===== src/rtl/traffic_monitor.sv =====
`default_nettype none
// +--------------------------------------------------------------------------+
// | traffic_monitor : passive phase/timing checker for the 2-way lights       |
// | Rev 1.0                                                                  |
// +--------------------------------------------------------------------------+
module traffic_monitor #(
  parameter int GREEN_CYC  = 6,
  parameter int YELLOW_CYC = 2,
  parameter int ALLRED_CYC = 2,
  parameter int CNT_W      = 4
) (
  input  logic       clk,
  input  logic       rst,
  input  logic [2:0] traffic_A,
  input  logic [2:0] traffic_B,
  input  logic       clear_err,
  output logic       locked,
  output logic [2:0] phase,
  output logic       err_encoding,
  output logic       err_conflict,
  output logic       err_sequence,
  output logic       err_timing,
  output logic       err_pulse,
  output logic [7:0] cycle_cnt
);

  localparam logic [2:0] c_SYNC  = 3'd0;
  localparam logic [2:0] c_A_GRN = 3'd1;
  localparam logic [2:0] c_A_YEL = 3'd2;
  localparam logic [2:0] c_RED1  = 3'd3;
  localparam logic [2:0] c_B_GRN = 3'd4;
  localparam logic [2:0] c_B_YEL = 3'd5;
  localparam logic [2:0] c_RED2  = 3'd6;

  localparam logic [2:0] c_LT_GRN = 3'b001;
  localparam logic [2:0] c_LT_YEL = 3'b010;
  localparam logic [2:0] c_LT_RED = 3'b100;

  localparam logic [CNT_W-1:0] c_GREEN  = CNT_W'(GREEN_CYC);
  localparam logic [CNT_W-1:0] c_YELLOW = CNT_W'(YELLOW_CYC);
  localparam logic [CNT_W-1:0] c_ALLRED = CNT_W'(ALLRED_CYC);
  localparam logic [CNT_W-1:0] c_ONE    = CNT_W'(1);

  logic [2:0]       r_phase;
  logic             r_locked;
  logic [CNT_W-1:0] r_dwell;
  logic             r_prev_agrn;
  logic [7:0]       r_cycle;
  logic             r_err_enc;
  logic             r_err_conf;
  logic             r_err_seq;
  logic             r_err_tim;
  logic             r_pulse;

  logic             w_onehot_a;
  logic             w_onehot_b;
  logic             w_v_enc;
  logic             w_v_conf;
  logic             w_v_seq;
  logic             w_v_tim;
  logic [2:0]       w_pat;
  logic [2:0]       w_cur_pat;
  logic [2:0]       w_succ_pat;
  logic [2:0]       w_succ_phase;
  logic [CNT_W-1:0] w_req;
  logic             w_is_agrn;
  logic             w_sync_hit;

  logic [2:0]       w_nxt_phase;
  logic             w_nxt_locked;
  logic [CNT_W-1:0] w_nxt_dwell;
  logic [7:0]       w_nxt_cycle;
  logic             w_nxt_err_enc;
  logic             w_nxt_err_conf;
  logic             w_nxt_err_seq;
  logic             w_nxt_err_tim;
  logic             w_nxt_pulse;

  assign w_onehot_a = (traffic_A == c_LT_GRN) || (traffic_A == c_LT_YEL) || (traffic_A == c_LT_RED);
  assign w_onehot_b = (traffic_B == c_LT_GRN) || (traffic_B == c_LT_YEL) || (traffic_B == c_LT_RED);
  assign w_v_enc    = ~(w_onehot_a & w_onehot_b);
  assign w_v_conf   = ~w_v_enc & (traffic_A != c_LT_RED) & (traffic_B != c_LT_RED);

  // Both all-red phases decode to the RED1 code; the phase history tells them apart.
  always_comb begin
    w_pat = c_SYNC;
    case ({traffic_A, traffic_B})
      {c_LT_GRN, c_LT_RED}: w_pat = c_A_GRN;
      {c_LT_YEL, c_LT_RED}: w_pat = c_A_YEL;
      {c_LT_RED, c_LT_RED}: w_pat = c_RED1;
      {c_LT_RED, c_LT_GRN}: w_pat = c_B_GRN;
      {c_LT_RED, c_LT_YEL}: w_pat = c_B_YEL;
      default:              w_pat = c_SYNC;
    endcase
  end

  assign w_is_agrn  = (w_pat == c_A_GRN);
  assign w_sync_hit = w_is_agrn & ~r_prev_agrn;
  assign w_cur_pat  = (r_phase == c_RED2) ? c_RED1 : r_phase;

  always_comb begin
    w_req        = '0;
    w_succ_phase = c_SYNC;
    w_succ_pat   = c_SYNC;
    case (r_phase)
      c_A_GRN: begin w_req = c_GREEN;  w_succ_phase = c_A_YEL; w_succ_pat = c_A_YEL; end
      c_A_YEL: begin w_req = c_YELLOW; w_succ_phase = c_RED1;  w_succ_pat = c_RED1;  end
      c_RED1:  begin w_req = c_ALLRED; w_succ_phase = c_B_GRN; w_succ_pat = c_B_GRN; end
      c_B_GRN: begin w_req = c_GREEN;  w_succ_phase = c_B_YEL; w_succ_pat = c_B_YEL; end
      c_B_YEL: begin w_req = c_YELLOW; w_succ_phase = c_RED2;  w_succ_pat = c_RED1;  end
      c_RED2:  begin w_req = c_ALLRED; w_succ_phase = c_A_GRN; w_succ_pat = c_A_GRN; end
      default: begin w_req = '0;       w_succ_phase = c_SYNC;  w_succ_pat = c_SYNC;  end
    endcase
  end

  // Next-state: phase tracking, dwell counting, sequence and timing checks.
  always_comb begin
    w_nxt_phase  = r_phase;
    w_nxt_locked = r_locked;
    w_nxt_dwell  = r_dwell;
    w_nxt_cycle  = r_cycle;
    w_v_seq      = 1'b0;
    w_v_tim      = 1'b0;
    if (w_v_enc || w_v_conf) begin
      w_nxt_phase  = c_SYNC;
      w_nxt_locked = 1'b0;
      w_nxt_dwell  = '0;
    end else if (!r_locked) begin
      if (w_sync_hit) begin
        w_nxt_phase  = c_A_GRN;
        w_nxt_locked = 1'b1;
        w_nxt_dwell  = c_ONE;
      end
    end else if (w_pat == w_cur_pat) begin
      if (r_dwell != '1) begin
        w_nxt_dwell = r_dwell + c_ONE;
      end
      // Dwell reaches req+1 exactly once per phase, so this flags only once.
      if (r_dwell == w_req) begin
        w_v_tim = 1'b1;
      end
    end else if (w_pat == w_succ_pat) begin
      if (r_dwell < w_req) begin
        w_v_tim = 1'b1;
      end
      if ((r_phase == c_RED2) && (r_dwell == c_ALLRED)) begin
        w_nxt_cycle = r_cycle + 8'd1;
      end
      w_nxt_phase = w_succ_phase;
      w_nxt_dwell = c_ONE;
    end else begin
      w_v_seq = 1'b1;
      if (w_sync_hit) begin
        w_nxt_phase  = c_A_GRN;
        w_nxt_locked = 1'b1;
        w_nxt_dwell  = c_ONE;
      end else begin
        w_nxt_phase  = c_SYNC;
        w_nxt_locked = 1'b0;
        w_nxt_dwell  = '0;
      end
    end
  end

  // Outputs: a violation on the same edge as clear_err keeps its flag set.
  always_comb begin
    w_nxt_err_enc  = (r_err_enc  & ~clear_err) | w_v_enc;
    w_nxt_err_conf = (r_err_conf & ~clear_err) | w_v_conf;
    w_nxt_err_seq  = (r_err_seq  & ~clear_err) | w_v_seq;
    w_nxt_err_tim  = (r_err_tim  & ~clear_err) | w_v_tim;
    w_nxt_pulse    = w_v_enc | w_v_conf | w_v_seq | w_v_tim;
  end

  always_ff @(posedge clk) begin
    if (!rst) begin
      r_phase     <= c_SYNC;
      r_locked    <= 1'b0;
      r_dwell     <= '0;
      r_prev_agrn <= 1'b0;
      r_cycle     <= 8'd0;
      r_err_enc   <= 1'b0;
      r_err_conf  <= 1'b0;
      r_err_seq   <= 1'b0;
      r_err_tim   <= 1'b0;
      r_pulse     <= 1'b0;
    end else begin
      r_phase     <= w_nxt_phase;
      r_locked    <= w_nxt_locked;
      r_dwell     <= w_nxt_dwell;
      r_prev_agrn <= w_is_agrn;
      r_cycle     <= w_nxt_cycle;
      r_err_enc   <= w_nxt_err_enc;
      r_err_conf  <= w_nxt_err_conf;
      r_err_seq   <= w_nxt_err_seq;
      r_err_tim   <= w_nxt_err_tim;
      r_pulse     <= w_nxt_pulse;
    end
  end

  assign locked       = r_locked;
  assign phase        = r_phase;
  assign err_encoding = r_err_enc;
  assign err_conflict = r_err_conf;
  assign err_sequence = r_err_seq;
  assign err_timing   = r_err_tim;
  assign err_pulse    = r_pulse;
  assign cycle_cnt    = r_cycle;

endmodule
`default_nettype wire

===== config.mk =====
export PLATFORM = sky130hd
export DESIGN_NAME = traffic_monitor
export DESIGN_NICKNAME = d
export VERILOG_FILES = /design/src/rtl/traffic_monitor.sv
export SDC_FILE = /design/constraint.sdc
export NUM_CORES = 1
export LEC_CHECK = 0
export CORE_ASPECT_RATIO = 1.25
export CORE_MARGIN = 2
export CORE_UTILIZATION = 48
export CTS_CLUSTER_SIZE = 8
export DETAILED_ROUTE_END_ITERATION = 7
export PLACE_DENSITY_LB_ADDON = 0.2
export SLEW_MARGIN = 0
export SYNTH_ARGS = -nofsm -noshare
export SYNTH_HDL_FRONTEND = slang
export SYNTH_SLANG_ARGS = --single-unit

===== constraint.sdc =====
create_clock -name clk -period 2.7 [get_ports clk]
set_input_delay 0.675 -clock clk [delete_from_list [all_inputs] [get_ports clk]]
set_output_delay 0.675 -clock clk [all_outputs]
set_load 0.01 [all_outputs]

After elaboration in Yosys (flattened, before gate mapping)
Index checks and enable logic that the tools add are counted.

Flip-flop bits (word level): 22. Bits of input ports: 9. Output and inout bits: 17.

$add $sub $neg: 2. $lt $le $gt $ge: 1. Equal/unequal tests: 27. Muxes and demuxes: 30. Bitwise operators: 21. Reduce and logical (&&, ||, !) cells: 14.

Operators with widths (number): $pmux 3 s5 (2); $eq 6x6->1 const B (3); $pmux 3 s6 (1); $mux 1 (17); $mux 4 (4); $eq 3x3->1 const B (5); $mux 3 (5); $eq 3x1->1 const B (4); $eq 3x2->1 const B (4); $add 8x1->8 const B (1); $and 1x1->1 (8); $or 1x1->1 (7); $eq 3x3->1 (2); $eq 6x4->1 const B (1); $eq 6x5->1 const B (1); $ne 3x3->1 const B (2); $not 1->1 (6); $pmux 3 s2 (1); $reduce_or 2->1 (3); $logic_or 1x1->1 (5); $reduce_and 5->1 (1); $add 4x1->4 const B (1); $eq 4x2->1 const B (1); $eq 4x4->1 (1); 8 further kinds (9).

Longest topological paths before layout
Depth in word-level cells: 10. Depth in mapped cells: 8. Mapped depth without buffers: 7.

Worst setup path before layout
Ideal clock, no wire load.

Path kind: input to register. Start: input traffic_A[1]. End: register r_phase[0], in the netlist phase[0]. Arrival time: 2744 ps. Required time: 2581 ps. Path slack: -163 ps. Cell stages on the path: 8. Path buffers: 1. Cells stage by stage: buf_2 or4b_4 or3_1 a2111oi_2 a211o_2 nand2_2 mux2_1 o221a_1.

Longest elaborated chain between the ends: 8. Elaborated cells on any way between the ends: 29.

Ends and longest elaborated chain: start, declared (line 14) `input logic [2:0] traffic_A,`; $eq 6x6->1 (tied with other cells) (line 87) `case ({traffic_A, traffic_B})`; $pmux 3 s5 / $logic_or 1x1->1 (equally long branches) (line 87, 79); $eq 3x1->1 / $logic_or 1x1->1 (equally long branches) (line 97, 79); $and 1x1->1, on equally long branches (line 98, 81); $mux 1 / $and 1x1->1 (equally long branches) (line 153, 82); $mux 3 / $and 1x1->1 (equally long branches) (line 142, 82); $mux 3 / $logic_or 1x1->1 (equally long branches) (line 134, 124); $mux 3 / $reduce_or 2->1 (equally long branches); end signal, assigned (line 176) `r_phase <= c_SYNC;`; end signal, assigned (line 187) `r_phase <= w_nxt_phase;`; end, declared (line 44) `logic [2:0] r_phase;`.

Parallel ways exist; a longest one is shown, timed or not. The select of a mux whose other input is x is not followed. A chain may end at the register's enable or synchronous reset.

Final worst setup path
Start: input traffic_B[1]. End: register r_phase[0], in the netlist phase[0].

Longest elaborated chain between the ends: 8. Elaborated cells on any way between the ends: 29.

Ends and longest elaborated chain: start, declared (line 15) `input logic [2:0] traffic_B,`; $eq 6x6->1 (tied with other cells) (line 87); $pmux 3 s5 / $logic_or 1x1->1 (equally long branches) (line 87, 80); $eq 3x1->1 / $logic_or 1x1->1 (equally long branches) (line 97, 80); $and 1x1->1, on equally long branches (line 98, 81); $mux 1 / $and 1x1->1 (equally long branches) (line 153, 82); $mux 3 / $and 1x1->1 (equally long branches) (line 142, 82); $mux 3 / $logic_or 1x1->1 (equally long branches) (line 134, 124); $mux 3 / $reduce_or 2->1 (equally long branches).

Parallel ways exist; a longest one is shown, timed or not. The select of a mux whose other input is x is not followed.

==> impl_metrics.tcl <==
set metrics [dict create \
    outcome "complete, but fails checks" \
    violations "negative setup slack" \
    port_buffers 25 \
    io_pins 26 \
    grt_use_total_pct 27.6 \
    antenna_left 0 \
    clockBufferDepth 2 \
    area_growth_pct 53.6 \
    fin_util_pct 75.9 \
    period_share_pct 100 \
    core-area_mm2 0.00317 \
    ys_seq_area_share_pct 28.1 \
    placed_cell_area_mm2 0.00213 \
    first_pass_iters 4 \
    final_nets 274 \
    routedWlPerCell_um 16.1 \
    yosys-top-cells-area "dfxtp_1 28%, nand2_1 4.8%, nand3_1 4.2%" \
    synth_common_cells "22 x dfxtp_1, 20 x nand2_1, 13 x nand3_1" \
    rows 23 \
    cts_made_buffers 3 \
    clkLatencyLatePin_ns 0.27 \
    cts_root_buf "clkbuf_8" \
    p_int_mw 0.595 \
    fin_ws_ns -0.00159 \
    synth_area_mm2 0.00157 \
    maxSlewViolCount 0 \
    antenna_found_initial 0 \
    crit_top_cell "buf_4" \
    syn-num-nets 211 \
    swShare_pct 22.9 \
    ys.flop_type "dfxtp_1" \
    diodes 0 \
    switchingPower_mw 0.177 \
    drcViolationCount 0 \
    finalSetupViolations 1 \
    slowest_stage "a22oi_2" \
    power_frac_comb_pct 17.1 \
    pre_cts_slack_ns -0.630 \
    routabilityCongestion 0.890 \
    die_area_mm2 0.00374 \
    worstSetupStartpointType "input pin" \
    ys_seq_elements 22 \
    yosysMostFrequentCell "dfxtp_1" \
    die_w_um 55.1 \
    post-route-min-period_ns 2.70 \
    grt_max_degree 16 \
    cp.arrival_ns 2.86 \
    relSlewSlack_pct 62.3 \
    die_h_um 67.8 \
    p_per_area_mw_per_mm2 321 \
    synthDistinctLibCells 55 \
    power_mw 0.772 \
    cap_violations 0 \
    power.leakage_nw 0.924 \
    skew_ns 0.00832 \
    worstPathRequired_ns 2.86 \
    cts_tree "yes" \
    grt_pass1_vias 1687 \
    placedCellCount 287 \
    path_max_fanout 6 \
    drt_iter0_drc 60 \
    grt.overflow.total 0 \
    async_flop_share_pct 0 \
    finalHoldViolCount 0 \
    viasPerCell 5.91 \
    synth_warnings 0 \
    cp-end-kind "register" \
    final_cells 296 \
    drive_gt1_share_pct 30.9 \
    clock.fmax_mhz 370 \
    cts.sinks 22 \
    rsz0062_at_grt "true" \
    initial_core_util_pct 49.4 \
    worst_slew_pin_slew_ns 0.564 \
    crit_path_cell_trace "clkdlybuf4s15_1, buf_6, xor2_1, a22oi_2, buf_4, a2111oi_4, a211o_4, buf_4, nand2_2, mux2_4, o221a_1" \
    yosysTopAreaCellShare_pct 28.1 \
    pwr-share-seq_pct 42.5 \
    synth_top_area_cell "dfxtp_1" \
    peakVddDrop_mv 0.365 \
    synth_edf_count 0 \
    max_stage_delay_ns 0.33 \
    wl_um 4780 \
    power_frac_clock_pct 40.4 \
    fin_area_mm2 0.00240 \
    hpwlAfterDp_um 3340 \
    critical_path_class "in -> reg" \
    grt_pass1_wl_um 7690 \
    clkTransAtPathRegs_ns 0.08 \
    hold_class "reg -> reg" \
    synthCells 197 \
    synth.avg_cell_area_um2 7.95 \
    num_vias 1748 \
    h-tree-depth 1 \
]
cells by family (layout without fill, tap and decap cells):
logic type               Yosys count  in the layout  share of synthesized area, %
buffers and inverters             20             82                          4.96
flip-flops                        22             22                          28.1
AO/OA/AOI/OAI                     45             45                          21.0
multiplexers                       6              6                          3.92
XOR/XNOR                          11             11                          6.15
adder cells (fa/ha/maj)            5              5                          4.00
AND/OR/NAND/NOR                   88             88                          31.8
per-stage QoR:
step	hold slack, ns	TNS (ns)
after floorplan	0.486	-0.517
after global placement	0.454	-9.77
after detailed placement	0.466	-9.88
after CTS	0.476	-0.378
after global routing	0.521	-0.378
final	0.475	-0.00159
critical path: cells and delay by family:
family	cells	cell delay, ns
AOI/OAI and AO/OA	4	0.89
xor gates and xnor gates	1	0.18
buffers and inverters	4	0.74
muxes	1	0.30
and+or+nand+nor	1	0.09
timing repair:
| item | in CTS | in global routing |
|---|---|---|
| resized for setup | 37 | 16 |
| setup endpoints to repair | 18 | 18 |
| gates cloned | 0 | 0 |
| hold buffers | 0 | 0 |
| pin swaps | 15 | 7 |
| buffers inserted | 3 | 3 |
| hold endpoints to repair | 0 | 0 |
power by group through the flow:
stage	sequential (mW)	combinational [mW]	clock, mW
6_report	0.328	0.132	0.312
5_1_grt	0.329	0.142	0.326
4_1_cts	0.328	0.121	0.310
3_5_place_dp	0.336	0.112	0
3_3_place_gp	0.336	0.108	0
2_1_floorplan	0.337	0.0487	0
path summary, 6_finish.rpt:
path	start	end	cells past startpoint	slack (ns)
setup / recovery	traffic_B[1]	phase[0]	11	-0.002
hold / removal	err_conflict	err_conflict	2	0.47
setup reg to reg	phase[0]	phase[0]	8	0.33
hold reg to reg	err_conflict	err_conflict	2	0.47
flip-flops by register name (all words and copies together), names as in the netlist:
name,flops
cycle_cnt,8
r_dwell,4
phase,3
err_conflict,1
err_encoding,1
err_pulse,1
err_sequence,1
err_timing,1
locked,1
r_prev_agrn,1
layout by cell type (no fill, tap or decap), drive strengths merged, types with 5 or more instances in the layout:
cell            n
a21oi           7
a31oi           5
buf            47
clkdlybuf4s50  19
dfxtp          22
ha              5
inv             9
mux2i           5
nand2          21
nand2b          5
nand3          13
nor2           10
nor2b           5
o21ai           9
xor2            7
final cells by class:
type,instances,area (µm²)
Tap cell,37,46.3
Fill cell,218,762
Clock inverter,1,30.0
Inverter,10,37.5
Clock buffer,3,41.3
Timing Repair Buffer,68,581
Multi-Input combinational cell,155,1230
Sequential cell,22,440
per-layer routing:
| metal | share of wire (%) | global-route usage, % | vias to the layer above |
|---|---|---|---|
| met3 | 3.8 | 3.71 | 10 |
| li1 | - | - | 858 |
| met2 | 52 | 47.0 | 40 |
| met4 | 1.7 | 9.76 | 0 |
| met1 | 43 | 35.0 | 840 |
| met5 | 0 | 0 | - |
(Power assumes the default switching activity.)
